## src/rtl/global_pkg.sv

```systemverilog
// Shared core types: memory operation encoding and memory bus arbiter state/owner.
package global_pkg;

   typedef enum logic [1:0] {
      MEM_NONE   = 2'b00,
      LOAD_DATA  = 2'b01,
      STORE_DATA = 2'b10
   } memory_operation_t;

   typedef enum logic [1:0] {
      IDLE      = 2'b00,
      CMD       = 2'b01,
      WAIT_DATA = 2'b10
   } arb_state_t;

   typedef enum logic {
      OWN_FETCH = 1'b0,
      OWN_LSU   = 1'b1
   } arb_owner_t;

   // Fetches are always full 32-bit words.
   localparam logic [2:0] FUNCT3_WORD = 3'b010;

endpackage

```

## src/rtl/mem_bus_arbiter.sv

```systemverilog
// Shares the single memory port between instruction fetch and the load/store
// unit. Round-robin arbitration, registered command, combinational ack/data
// return to the owner, and a watchdog that force-completes a stalled load.
module mem_bus_arbiter
   import global_pkg::*;
#(
   parameter int unsigned TIMEOUT  = 64,
   parameter logic [31:0] ERR_DATA = 32'hDEADBEEF
) (
   input  logic              clk,
   input  logic              rst,

   input  logic              f_cyc,
   input  logic [31:0]       f_addr,
   output logic              f_ack,
   output logic              f_data_valid,
   output logic [31:0]       f_rdata,

   input  logic              l_cyc,
   input  memory_operation_t l_op,
   input  logic [2:0]        l_funct3,
   input  logic [31:0]       l_addr,
   input  logic [31:0]       l_wdata,
   output logic              l_ack,
   output logic              l_data_valid,
   output logic [31:0]       l_rdata,

   output logic              m_cyc,
   output memory_operation_t m_op,
   output logic [2:0]        m_funct3,
   output logic [31:0]       m_addr,
   output logic [31:0]       m_wdata,
   input  logic              m_ack,
   input  logic              m_data_valid,
   input  logic [31:0]       m_rdata,

   output logic              bus_err
);

   localparam int unsigned CNT_W = $clog2(TIMEOUT + 1);
   localparam logic [CNT_W-1:0] CNT_LAST = CNT_W'(TIMEOUT - 1);

   arb_state_t        state, state_nxt;
   arb_owner_t        owner, owner_nxt;
   arb_owner_t        last, last_nxt;
   logic [CNT_W-1:0]  cnt, cnt_nxt;
   memory_operation_t op_nxt;
   logic [2:0]        funct3_nxt;
   logic [31:0]       addr_nxt;
   logic [31:0]       wdata_nxt;
   logic              grant_lsu;
   logic              ret_valid;
   logic [31:0]       ret_data;

   // State, ownership, watchdog and bus command registers.
   always_ff @(posedge clk) begin
      if (rst) begin
         state    <= IDLE;
         owner    <= OWN_FETCH;
         last     <= OWN_FETCH;
         cnt      <= '0;
         m_op     <= MEM_NONE;
         m_funct3 <= 3'b000;
         m_addr   <= 32'h0;
         m_wdata  <= 32'h0;
      end else begin
         state    <= state_nxt;
         owner    <= owner_nxt;
         last     <= last_nxt;
         cnt      <= cnt_nxt;
         m_op     <= op_nxt;
         m_funct3 <= funct3_nxt;
         m_addr   <= addr_nxt;
         m_wdata  <= wdata_nxt;
      end
   end

   // LSU wins when it is the only requester, or on a tie when fetch was granted last.
   assign grant_lsu = l_cyc && (!f_cyc || (last == OWN_FETCH));

   // Next-state, command latch and owner-routed return path.
   always_comb begin
      state_nxt    = state;
      owner_nxt    = owner;
      last_nxt     = last;
      cnt_nxt      = cnt;
      op_nxt       = m_op;
      funct3_nxt   = m_funct3;
      addr_nxt     = m_addr;
      wdata_nxt    = m_wdata;
      m_cyc        = 1'b0;
      bus_err      = 1'b0;
      f_ack        = 1'b0;
      l_ack        = 1'b0;
      ret_valid    = 1'b0;
      ret_data     = 32'h0;

      case (state)
         IDLE: begin
            if (f_cyc || l_cyc) begin
               state_nxt = CMD;
               if (grant_lsu) begin
                  owner_nxt  = OWN_LSU;
                  last_nxt   = OWN_LSU;
                  op_nxt     = l_op;
                  funct3_nxt = l_funct3;
                  addr_nxt   = l_addr;
                  wdata_nxt  = l_wdata;
               end else begin
                  owner_nxt  = OWN_FETCH;
                  last_nxt   = OWN_FETCH;
                  op_nxt     = LOAD_DATA;
                  funct3_nxt = FUNCT3_WORD;
                  addr_nxt   = f_addr;
                  wdata_nxt  = 32'h0;
               end
            end
         end

         CMD: begin
            m_cyc = 1'b1;
            if (owner == OWN_FETCH) f_ack = m_ack;
            else                    l_ack = m_ack;
            if (m_ack) begin
               if (m_op == STORE_DATA) begin
                  state_nxt = IDLE;
               end else begin
                  state_nxt = WAIT_DATA;
                  cnt_nxt   = '0;
               end
            end
         end

         WAIT_DATA: begin
            if (m_data_valid) begin
               ret_valid = 1'b1;
               ret_data  = m_rdata;
               state_nxt = IDLE;
            end else if (cnt == CNT_LAST) begin
               ret_valid = 1'b1;
               ret_data  = ERR_DATA;
               bus_err   = 1'b1;
               state_nxt = IDLE;
            end else begin
               cnt_nxt = cnt + CNT_W'(1);
            end
         end

         default: state_nxt = IDLE;
      endcase
   end

   // Only the owner sees the data phase; the other side reads zero.
   always_comb begin
      f_data_valid = 1'b0;
      f_rdata      = 32'h0;
      l_data_valid = 1'b0;
      l_rdata      = 32'h0;
      if (owner == OWN_FETCH) begin
         f_data_valid = ret_valid;
         f_rdata      = ret_data;
      end else begin
         l_data_valid = ret_valid;
         l_rdata      = ret_data;
      end
   end

endmodule

```

## config.mk

```make
export PLATFORM = sky130hd
export DESIGN_NAME = mem_bus_arbiter
export DESIGN_NICKNAME = d
export VERILOG_FILES = /design/src/rtl/global_pkg.sv /design/src/rtl/mem_bus_arbiter.sv
export SDC_FILE = /design/constraint.sdc
export NUM_CORES = 1
export LEC_CHECK = 0
export CAP_MARGIN = 5
export CORE_AREA = 2 2 106 108
export DETAILED_ROUTE_END_ITERATION = 8
export DIE_AREA = 0 0 108 110
export PLACE_DENSITY = 0.79
export SYNTH_ARGS = -nofsm -noshare
export SYNTH_HDL_FRONTEND = slang
export SYNTH_SLANG_ARGS = --single-unit
```

## constraint.sdc

```tcl
create_clock -name clk -period 3 [get_ports clk]
set_input_delay 0.6 -clock clk [delete_from_list [all_inputs] [get_ports clk]]
set_output_delay 0.6 -clock clk [all_outputs]
set_load 0.02 [all_outputs]
```

==> results of run 1 <==
-- worst max-delay path: cells and delay by family --
family                 cells  cell delay [ps]
and+or+nand+nor            2              410
buffers and inverters      3             1310
-- metrics by stage --
step           setup slack (ps)  utilization, %  area (µm²)  instances
3_3_place_gp               3.91            61.0        6520        826
2_1_floorplan               798               -        3590        428
3_5_place_dp               4.28            61.0        6520        826
5_1_grt                    4.14            63.3        6770        842
4_1_cts                    4.58            62.7        6710        842
6_report                   82.3            63.3        6770        842
-- state kept, by name, indices dropped and copies added (netlist names) --
| signal | count |
|---|---|
| m_addr | 32 |
| m_op | 2 |
| state | 2 |
| m_funct3 | 3 |
| cnt | 7 |
| m_wdata | 32 |
| last | 1 |
-- worst paths after layout --
check | startpoint | to | slack (ps) | cells past startpoint
setup / recovery | m_data_valid | l_rdata[29] | 80 | 5
hold / removal | cnt[6] | cnt[6] | 470 | 1
setup reg to reg | cnt[0] | cnt[3] | 1260 | 6
hold reg to reg | cnt[6] | cnt[6] | 470 | 1
-- cell usage in the layout (no fill, tap or decap), types with 9 or more instances in the layout --
master,instances
a22oi_1,35
dfxtp_1,79
a211oi_1,32
nor2_1,146
buf_4,10
and3_1,9
clkbuf_8,12
dlymetal6s2s_1,25
clkdlybuf4s50_1,227
dlygate4sd2_1,24
and2_1,10
mux2i_1,34
-- timing repair --
item / in CTS / in global routing
resized for setup: 26 / 26
endpoints found under the setup margin: 27 / 33
gates cloned: 0 / 0
-- logic make-up after synthesis --
group           share of synthesized area, %
buf+inv                                 5.64
compound gates                          18.8
simple gates                            21.8
fa+ha+maj                              0.348
mux                                     9.47
flops                                   44.0
-- power by group through the flow --
stage | Sequential [mW] | Combinational (mW) | Clock, mW
6_report | 1.19 | 0.852 | 0.818
5_1_grt | 1.20 | 0.911 | 0.881
4_1_cts | 1.19 | 0.860 | 0.835
3_5_place_dp | 1.22 | 0.858 | 0
3_3_place_gp | 1.21 | 0.844 | 0
2_1_floorplan | 1.31 | 0.304 | 0
-- per-layer routing --
layer	vias to the layer above	GRT usage, %	share of wire (%)
li1	2034	-	-
met1	1858	19.5	35
met2	181	40.1	53
met3	24	7.11	9.6
met4	0	7.23	2.4
met5	-	0	0
-- layout make-up --
cell class	instances	area [µm²]	share of cell area, %
Clock inverter	3	40.0	0.591
Inverter	4	15.0	0.222
Clock buffer	13	169	2.49
Multi-Input combinational cell	312	1840	27.1
Sequential cell	79	1580	23.4
Timing Repair Buffer	291	2960	43.6
Tap cell	140	175	2.59
==> out/metrics.yaml, run 1 <==
area_growth_syn_to_layout_pct: 88.4
drtPass1Iterations: 4
ys_seq_area_share_pct: 44.0
antenna_left: 0
max_freq_mhz: 343
ir_worst_vdd_uv: 229
ys_top_cells_by_count: "nor2_1, dfxtp_1, a22oi_1"
hold_viol: 0
syn_nets: 568
max_slew.worst_pin.slew_ps: 612
crit_path_end_kind: "output pin"
min_path_type: "flop to flop"
grt_pass1_vias: 3873
clk_latency_ps: 340
fill_cells: 919
ys.flop_type: "dfxtp_1"
core_area_um2: 10700
via_per_inst: 4.87
hold_buffers: 0
gp_congestion: 0.788
finalMaxSlewViolations: 0
synthTopCellsByArea: "dfxtp_1, nor2_1, mux2i_1, a22oi_1, a211oi_1"
grt_pass1_wl_um: 18900
htreeDepth: 3
finalClockSkew_ps: 7.61
crit_path_frequent_cell: "clkdlybuf4s50_1"
ys_ff_latch: 79
cts_inserted_buffers: 9
total_power_mw: 2.86
cts_tree: "built"
track_usage_pct: 20.4
antenna_found_initial: 0
post-route-period-util_pct: 97.3
layout-drive-gt1-share_pct: 5.70
p_sw_share_pct: 28.7
p_leak_nw: 3.24
internal-power_mw: 2.04
path_class: "input port to output pin"
start_kind: "input port"
async_flop_share_pct: 0
die_area_um2: 11900
grt-ovfl-total: 0
initialDrtViolationCount: 291
p_switching_uw: 820
drc: 0
cp.required_ps: 2400
netlist.area_leader.share_pct: 44.0
routedWlPerCell_um: 15.6
fin_crit_ps: 2920
clockBufferDepth: 2
num_rows: 38
totalWireLength_um: 13100
root_buffer: "clkbuf_8"
cts_setup_buffers: 0
relSlewSlack_pct: 59.2
initial_core_util_pct: 33.6
setup_tns_ps: 0
numPortBuffers: 277
p_seq_share_pct: 41.6
antenna_cells: 0
rsz0062_at_grt: "no"
synth.avg_cell_area_um2: 8.40
crit_fanout: 9
synthCells: 428
ioPinCount: 278
num_vias: 4097
synth_top_cell_by_area: "dfxtp_1"
layout.nets: 837
hpwl_um: 10200
die_h_um: 110
cap_violations: 0
cp.arrival_ps: 2320
cts.sinks: 79
setup_violations: 0
cpPeakStageDelay_ps: 620
synthMostInstantiatedCell: "nor2_1"
p_per_area_nw_per_um2: 422
status: "complete, no violations"
crit_slowest_cell: "clkdlybuf4s50_1"
clkTransAtPathRegs_ps: 70
synth-edff-count: 0
clkPwrFrac_pct: 28.6
yosysWarnings: 0
path_cells: "clkdlybuf4s50_1, buf_4, and3_2, and2_1, clkdlybuf4s50_1"
synth.distinct_cells: 35
syn_area_um2: 3590
grt_max_degree: 57
die_w_um: 108
whs_ps: 469
power_frac_comb_pct: 29.8
Power figures use the tool's default switching activity.
==> run 2: changes to the inputs <==
--- a/config.mk
+++ b/config.mk
@@ -6,10 +6,10 @@
 export NUM_CORES = 1
 export LEC_CHECK = 0
 export CAP_MARGIN = 5
-export CORE_AREA = 2 2 106 108
+export CORE_MARGIN = 2
+export CORE_UTILIZATION = 34
 export DETAILED_ROUTE_END_ITERATION = 8
-export DIE_AREA = 0 0 108 110
-export PLACE_DENSITY = 0.79
+export PLACE_DENSITY = 0.8
 export SYNTH_ARGS = -nofsm -noshare
 export SYNTH_HDL_FRONTEND = slang
 export SYNTH_SLANG_ARGS = --single-unit
==> constraint.sdc (replaced) <==
create_clock -name clk -period 3.2 [get_ports clk]
set_input_delay 0.64 -clock clk [delete_from_list [all_inputs] [get_ports clk]]
set_output_delay 0.64 -clock clk [all_outputs]
set_load 0.02 [all_outputs]
==> out/metrics.yaml, run 2 (synthesis gave the netlist of run 1 again) <==
path_cells: "clkdlybuf4s50_1, buf_4, o21ai_2, buf_12, nor2_1, clkdlybuf4s50_1"
post-route-util_pct: 65.4
mostFrequentLayoutCells: "clkdlybuf4s50_1, nor2_1, dfxtp_1, a22oi_1, mux2i_1"
numPortBuffers: 277
final_common_cell: "clkdlybuf4s50_1"
reg_top3: "m_addr (32), m_wdata (32), cnt (7)"
num_rows: 37
hpwl_um: 10300
use_met3_pct: 8.69
grt_max_degree: 48
setup_violations: 0
hold_viol: 0
ir_worst_vdd_uv: 284
path_class: "input port to output pin"
cpPeakStageDelay_ps: 630
p_switching_uw: 796
num_vias: 4177
min_path_type: "flop to flop"
cts_inserted_buffers: 9
hold_buffers: 0
die_w_um: 107
clkTransAtPathRegs_ps: 90
routedWlPerCell_um: 15.5
track_usage_pct: 21.6
power_frac_comb_pct: 29.2
grt_pass1_vias: 3899
p_seq_share_pct: 41.0
worstReg2RegStart: "state[0]"
max_freq_mhz: 328
setup_tns_ps: 0
cp.required_ps: 2560
relSlewSlack_pct: 13.1
gr-usage-met1_pct: 20.5
p_per_area_nw_per_um2: 405
crit_slowest_cell: "clkdlybuf4s50_1"
cp.arrival_ps: 2410
pre_cts_ws_ps: 137
whs_path_depth: 1
reg2reg_slack_ps: 1000
cap_violations: 0
htreeDepth: 3
initial_core_util_pct: 35.0
crit_path_frequent_cell: "clkdlybuf4s50_1"
max_slew.worst_pin.slew_ps: 1300
drtPass1Iterations: 6
min_from: "cnt[6]"
crit_fanout: 25
r2r-end: "m_wdata[5]"
endpoint: "f_rdata[7]"
grt-busiest-layer: "met2"
clockBufferDepth: 2
cts_tree: "built"
antenna_found_initial: 1
fin_ws_ps: 148
post-route-period-util_pct: 95.4
antenna_left: 0
layout.nets: 834
drc: 0
grt-ovfl-total: 0
totalWireLength_um: 13000
crit_path_start: "m_data_valid"
finalClockSkew_ps: 11.8
clk_latency_ps: 350
die_area_um2: 11400
initialDrtViolationCount: 318
cts.sinks: 79
fill_cells: 859
r2r_cells: 4
layout-drive-gt1-share_pct: 5.01
crit_family: "buffers and inverters"
start_kind: "input port"
gp_congestion: 0.929
finalMaxSlewViolations: 0
via_per_inst: 4.99
area_growth_syn_to_layout_pct: 87.0
status: "complete, no violations"
cp_num_cells: 6
crit_path_end_kind: "output pin"
p_leak_nw: 2.73
core_area_um2: 10300
die_h_um: 107
ioPinCount: 278
critPathBufInv: 4
p_sw_share_pct: 29.2
grt_pass1_wl_um: 19200
fin_crit_ps: 3050
grt_use_met2_pct: 40.3
total_power_mw: 2.72
internal-power_mw: 1.93
clkPwrFrac_pct: 29.8
root_buffer: "clkbuf_8"
rsz0062_at_grt: "no"
run 2: cell count changes in the layout (fill, tap and decap cells not counted), moves of 2 or more:
cell | previous run | this run
clkdlybuf4s50_1 | 227 | 271
dlygate4sd2_1 | 24 | 0
dlymetal6s2s_1 | 25 | 5
clkbuf_8 | 12 | 9
buf_4 | 10 | 8
clkinv_2 | 2 | 0
clkinvlp_4 | 0 | 2
diode_2 | 0 | 2
run 2: metrics by stage:
stage	cell area [µm²]	hold WS, ps	cells
3_5_place_dp	6470	452	818
6_report	6720	461	837
5_1_grt	6720	503	837
4_1_cts	6690	466	834
2_1_floorplan	3590	439	428
3_3_place_gp	6470	456	818
run 2: layout make-up:
class                      instances  area [µm²]  area share (%)
sequential                        79        1580            23.5
antenna                            2        5.00          0.0745
clock buffer                      10         128            1.90
clock inverter                     6        92.6            1.38
multi-input combinational        312        1830            27.2
timing repair buffer             288        2900            43.1
inverter                           4        15.0           0.223
tap                              136         170            2.53
run 2: how the worst min path moves through the flow:
| stage | to | slack, ps |
|---|---|---|
| finish | cnt[6] | 460 |
| global route | cnt[6] | 500 |
| CTS | cnt[6] | 470 |
| detailed placement | cnt[6] | 450 |
| global placement | cnt[6] | 460 |
| floorplan | cnt[6] | 440 |
run 2: power by group through the flow:
stage | Combinational (mW) | Sequential, mW | Clock, mW
finish | 0.795 | 1.12 | 0.813
global route | 0.849 | 1.13 | 0.884
CTS | 0.801 | 1.12 | 0.837
detailed placement | 0.797 | 1.14 | 0
global placement | 0.785 | 1.13 | 0
floorplan | 0.285 | 1.23 | 0
run 2: timing repair:
action	4_1_cts	5_1_grt
setup endpoints to repair	0	44
resized for setup	0	6
setup buffers	0	1
hold endpoints to repair	0	0
run 2: metal layers:
layer	vias to the layer above	wire, µm
met1	1901	4440
met5	-	0
met4	0	482
li1	2020	-
met2	230	6680
met3	26	1370
